$ cat src/rtl/microcode_sequencer.sv
// microcode_sequencer: loadable microcode store plus a fetch/execute sequencer.
// A control word is selected by {opcode, latched flags, micro-step}. Every
// instruction costs one FETCH cycle followed by 1..2**STEP_W EXEC cycles.
// Optional feature macro: MCSEQ_TRAP_EN. When it is defined, each store word
// carries a valid bit and executing an unwritten word traps into HALT.
module microcode_sequencer #(
  parameter int                OP_W       = 4,
  parameter int                FLAG_W     = 2,
  parameter int                STEP_W     = 2,
  parameter int                CW_W       = 13,
  parameter logic [CW_W-1:0]   FETCH_WORD = 13'h1008
) (
  input  logic                             clk,
  input  logic                             reset,
  input  logic                             en,
  input  logic [OP_W-1:0]                  opcode,
  input  logic [FLAG_W-1:0]                flags,
  input  logic                             wr_en,
  input  logic [OP_W+FLAG_W+STEP_W-1:0]    wr_addr,
  input  logic [CW_W:0]                    wr_data,
  output logic [CW_W-1:0]                  ctrl,
  output logic                             fetch,
  output logic [STEP_W-1:0]                step,
  output logic                             trap
);

  localparam int                AW       = OP_W + FLAG_W + STEP_W;
  localparam int                DEPTH    = 1 << AW;
  localparam logic [STEP_W-1:0] STEP_MAX = '1;

  typedef enum logic [1:0] {S_FETCH, S_EXEC, S_HALT} state_t;

  state_t              state_q, state_n;
  logic [STEP_W-1:0]   step_q, step_n;
  logic [OP_W-1:0]     op_q, op_n;
  logic [FLAG_W-1:0]   fl_q, fl_n;

  // Bit CW_W of each word is END; contents survive reset, zero at power-up.
  logic [CW_W:0]       store [DEPTH] = '{default: '0};
  logic [AW-1:0]       rd_addr;
  logic [CW_W:0]       rd_word;
  logic                rd_end;
  logic                rd_valid;

  assign rd_addr = {op_q, fl_q, step_q};
  assign rd_word = store[rd_addr];
  assign rd_end  = rd_word[CW_W];

  // Store write port; reset takes priority so a write during reset is dropped.
  always_ff @(posedge clk) begin
    if (!reset && wr_en) store[wr_addr] <= wr_data;
  end

`ifdef MCSEQ_TRAP_EN
  logic [DEPTH-1:0] valid_q;
  logic             trap_q, trap_n;

  // Valid bits: cleared by reset, set by any write to that word.
  always_ff @(posedge clk) begin
    if (reset)      valid_q <= '0;
    else if (wr_en) valid_q[wr_addr] <= 1'b1;
  end

  assign rd_valid = valid_q[rd_addr];
  assign trap     = trap_q;
`else
  assign rd_valid = 1'b1;
  assign trap     = 1'b0;
`endif

  // State register: sequencer state, micro-step and the latched instruction.
  always_ff @(posedge clk) begin
    if (reset) begin
      state_q <= S_FETCH;
      step_q  <= '0;
      op_q    <= '0;
      fl_q    <= '0;
`ifdef MCSEQ_TRAP_EN
      trap_q  <= 1'b0;
`endif
    end else begin
      state_q <= state_n;
      step_q  <= step_n;
      op_q    <= op_n;
      fl_q    <= fl_n;
`ifdef MCSEQ_TRAP_EN
      trap_q  <= trap_n;
`endif
    end
  end

  // Next-state logic; en=0 holds everything except the HALT state, which
  // has no way out but reset anyway.
  always_comb begin
    state_n = state_q;
    step_n  = step_q;
    op_n    = op_q;
    fl_n    = fl_q;
`ifdef MCSEQ_TRAP_EN
    trap_n  = trap_q;
`endif
    case (state_q)
      S_FETCH: begin
        if (en) begin
          // Flags are captured here once and held for the whole instruction.
          state_n = S_EXEC;
          op_n    = opcode;
          fl_n    = flags;
          step_n  = '0;
        end
      end
      S_EXEC: begin
        if (en) begin
`ifdef MCSEQ_TRAP_EN
          if (!rd_valid) begin
            state_n = S_HALT;
            trap_n  = 1'b1;
          end else
`endif
          if (rd_end || step_q == STEP_MAX) begin
            // Running off the last step is legal and simply ends the instruction.
            state_n = S_FETCH;
            step_n  = '0;
          end else begin
            step_n  = step_q + 1'b1;
          end
        end
      end
      S_HALT:  state_n = S_HALT;
      default: state_n = S_FETCH;
    endcase
  end

  // Output decode from registered state; an invalid word reads as zero.
  always_comb begin
    ctrl  = '0;
    fetch = 1'b0;
    case (state_q)
      S_FETCH: begin
        ctrl  = FETCH_WORD;
        fetch = 1'b1;
      end
      S_EXEC:  ctrl = rd_valid ? rd_word[CW_W-1:0] : '0;
      default: ctrl = '0;
    endcase
  end

  assign step = step_q;

endmodule
$ cat config.mk
export PLATFORM = sky130hd
export DESIGN_NAME = microcode_sequencer
export DESIGN_NICKNAME = d
export VERILOG_FILES = /design/src/rtl/microcode_sequencer.sv
export SDC_FILE = /design/constraint.sdc
export NUM_CORES = 2
export LEC_CHECK = 0
export CORE_UTILIZATION = 59
export CTS_BUF_LIST = sky130_fd_sc_hd__clkbuf_8
export DETAILED_ROUTE_END_ITERATION = 16
export PLACE_DENSITY_LB_ADDON = 0.25
export SLEW_MARGIN = 40
export SYNTH_ARGS = -nofsm -noshare
export SYNTH_HDL_FRONTEND = slang
export SYNTH_SLANG_ARGS = --single-unit
$ cat constraint.sdc
create_clock -name clk -period 3.31 [get_ports clk]
set_clock_uncertainty 0.15 [all_clocks]
set_input_delay 0.4965 -clock clk [delete_from_list [all_inputs] [get_ports clk]]
set_output_delay 0.4965 -clock clk [all_outputs]
set_load 0.1 [all_outputs]
==> impl_metrics.csv <==
group,metric,value,unit
timing,relSlewSlack,0.423,
worst_hold_path,hp-class,"input port to flip-flop",
timing,tightestPinTransition,866,ps
timing,setup-tns-final,-23790,ps
cells_and_area,area_growth,18.8,%
cts,cts_buffer_depth,4,
power_and_ir_drop,powerDensity,561,mW/mm^2
grt,overflow,0,
cts,cts_tree,"done",
cts,root_buffer,"clkbuf_8",
logic_synthesis,synth-edff-count,3584,
critical_path,slowest_stage,"or4_4",
placed_design,io_buffers,47,
critical_path,crit_chain,"buf_12 > buf_16 > buf_8 > buf_12 > mux4_2 > mux4_2 > mux2i_2 > buf_4 > o22ai_1 > or4_4 > buf_12",
detailed_routing,drtAntennaViolNets,0,
grt,antenna_found_initial,11,
detailed_routing,routed_wl,354,mm
timing,period_needed,5210,ps
critical_path,path_max_fanout,13,
grt,grt_pass1_vias,69904,
detailed_routing,via_per_inst,6.65,
critical_path,ff2ff_path_depth,11,
critical_path,critPathKind,"flip-flop to output port",
cells_and_area,postLayoutCellArea,0.164,mm^2
timing,slew_violations,0,
logic_synthesis,syn_avg_cell_area,23.8,um^2
detailed_routing,drtIter0Drc,9988,
power_and_ir_drop,power,91.9,mW
placed_design,hpwl,220,mm
critical_path,worst-path-buf-inv,6,
critical_path,crit_top_cell,"buf_12",
cells_and_area,nets,7026,
logic_synthesis,ys_seq_area_frac,0.782,
cts,cts_inserted_buffers,574,
logic_synthesis,syn_area,0.138,mm^2
logic_synthesis,yosys.area.top_type,"edfxtp_1",
grt,grt_pass1_wl,504,mm
critical_path,startpoint_type,"flip-flop",
critical_path,required,2660,ps
die,ioPinCount,49,
outcome,violations,"setup timing",
cts,clk_latency,1110,ps
logic_synthesis,ys.flop_type,"edfxtp_1",
critical_path,crit_path_end_kind,"output port",
placed_design,dpl_cell_area,0.152,mm^2
critical_path,cp_num_cells,11,
timing,timing_hold_violations_final,0,
grt,grt_usage,0.304,
timing,fmax,0.192,GHz
die,start_util,0.593,
worst_hold_path,min_path_cells,3,
power_and_ir_drop,irDropWorstVdd,0.000410,V
die,die_h,485,um
cts,clk_pin_slew,70,ps
logic_synthesis,yosys_warnings,0,
cts,cts_sinks,3594,
detailed_routing,via_count,69406,
run,drv_cap,0,
die,rows,177,
detailed_routing,drc,0,
logic_synthesis,ys_ff_latch,3594,
power_and_ir_drop,total_leakage_power,51.8,nW
die,die_x,485,um
detailed_routing,drtPass1Iterations,6,
logic_synthesis,synthesis.nets,5820,
logic_synthesis,synth_area_leaders,"edfxtp_1 78%, mux4_2 17%, mux2i_1 1.1%, nor2_1 0.76%, clkbuf_1 0.46%",
logic_synthesis,async_reset_ff_frac,0,
cells_and_area,drive_gt1_frac,0.372,
timing,setup_slack,-1900,ps
cts,htreeDepth,6,
die,dieArea,0.236,mm^2
critical_path,crit_family,"multiplexers",
timing,min_period_over_period,1.58,
logic_synthesis,netlist_top_cells_count,"3584 x edfxtp_1, 1052 x mux4_2, 281 x nor2_1, 168 x clkbuf_1, 147 x mux2i_1",
detailed_routing,wl_per_cell,33.9,um
die,core_area,0.233,mm^2
critical_path,max_stage_delay,570,ps
logic_synthesis,synth_top_area_frac,0.781,
outcome,status,"finished with violations",
logic_synthesis,synth.distinct_cells,47,
logic_synthesis,syn_inst,5787,
timing,rsz0062_at_grt,"true",
logic_synthesis,yosysMostFrequentCell,"edfxtp_1",
critical_path,cp.arrival,4570,ps
grt,grt_max_degree,132,
timing,setup_viol_count_final,13,
placed_design,place.gp.congestion,0.919,
==> worst register-to-register path: stages, from the launching register on <==
cell and delay, ps:
dfxtp_4 420, buf_6 190, buf_4 190, nand3b_1 320, buf_4 320, buf_4 190, o22ai_1 290, nor3_1 100
a22oi_2 310, a22oi_2 170, o31ai_4 380, o31ai_1 140
==> worst paths after layout <==
| check | start | end | slack, ps |
|---|---|---|---|
| max | step[0] | ctrl[0] | -1900 |
| min | opcode[1] | op_q[1] | 100 |
| max reg2reg | step[1] | state_q[0] | 10 |
| min reg2reg | state_q[1] | state_q[0] | 480 |
==> cell families after synthesis <==
logic type      synth area share
mux                        0.183
buf+inv                   0.0115
xor+xnor               0.0000635
other cells            0.0000272
flops                      0.782
fa+ha+maj              0.0000907
compound gates           0.00846
simple gates              0.0145
==> layout by cell type, fill, tap and decap left out, drive strengths merged, types with 3 or more instances in the layout <==
cell type,n
o21ai,17
nand2,70
a22oi,23
mux4,1052
nand3b,3
a311oi,4
a2111oi,8
inv,184
a31oi,6
nor3,9
nor2,281
bufbuf,7
dfxtp,10
or4,11
edfxtp,3584
nor2b,18
bufinv,6
buf,900
nand4,15
clkdlybuf4s50,17
clkinvlp,13
dlygate4sd3,21
a21oi,18
mux2i,147
clkbuf,611
a22o,3
mux2,10
nand3,47
diode,5
and2,4
o31ai,4
clkinv,191
o22ai,64
a211oi,9
a221oi,9
==> power breakdown <==
| group | internal, mW | total [mW] | switching [mW] |
|---|---|---|---|
| clock | 17.0 | 33.8 | 16.8 |
| sequential | 50.1 | 50.2 | 0.0504 |
| combinational | 3.57 | 7.91 | 4.34 |
| total | 70.7 | 91.9 | 21.2 |
==> through the flow <==
step	hold WS, ps	utilization	instances	setup WS (ps)
3_3_place_gp	441	0.654	9390	-1380
5_1_grt	53.6	0.704	10442	-2000
2_1_floorplan	414	-	5787	-270
4_1_cts	2.51	0.702	10427	-2030
3_5_place_dp	466	0.654	9392	-1380
6_report	102	0.704	10444	-1900
==> area by class of cell <==
| class | instances | area [um^2] |
|---|---|---|
| diodes | 5 | 12.5 |
| clock buffers | 593 | 8160 |
| clock inverters | 386 | 1780 |
| fillers | 13166 | 68800 |
| inverters | 8 | 42.5 |
| multi-input cells | 1852 | 29100 |
| flip-flops and latches | 3594 | 108000 |
| well taps | 3043 | 3810 |
| repair buffers | 963 | 13100 |
==> state kept, by name, summed over array words and instances (netlist names) <==
name     count
fl_q         2
op_q         4
state_q      2
step         2
store     3584
==> layer usage <==
layer | track usage | up-vias | wire [um]
met2 | 0.464 | 4570 | 168000
met5 | 0 | - | 19
met4 | 0.128 | 2 | 15000
li1 | - | 27439 | -
met1 | 0.432 | 36712 | 134000
met3 | 0.0674 | 683 | 37300
==> repair_timing <==
| item | 4_1_cts | 5_1_grt |
|---|---|---|
| pin swaps | 16 | 11 |
| hold buffers | 21 | 0 |
| gates cloned | 12 | 4 |
| resized for setup | 103 | 50 |
| endpoints found under the hold margin | 1392 | 0 |
| setup buffers | 28 | 7 |
| setup endpoints to repair | 16 | 16 |
(Power assumes the default switching activity.)
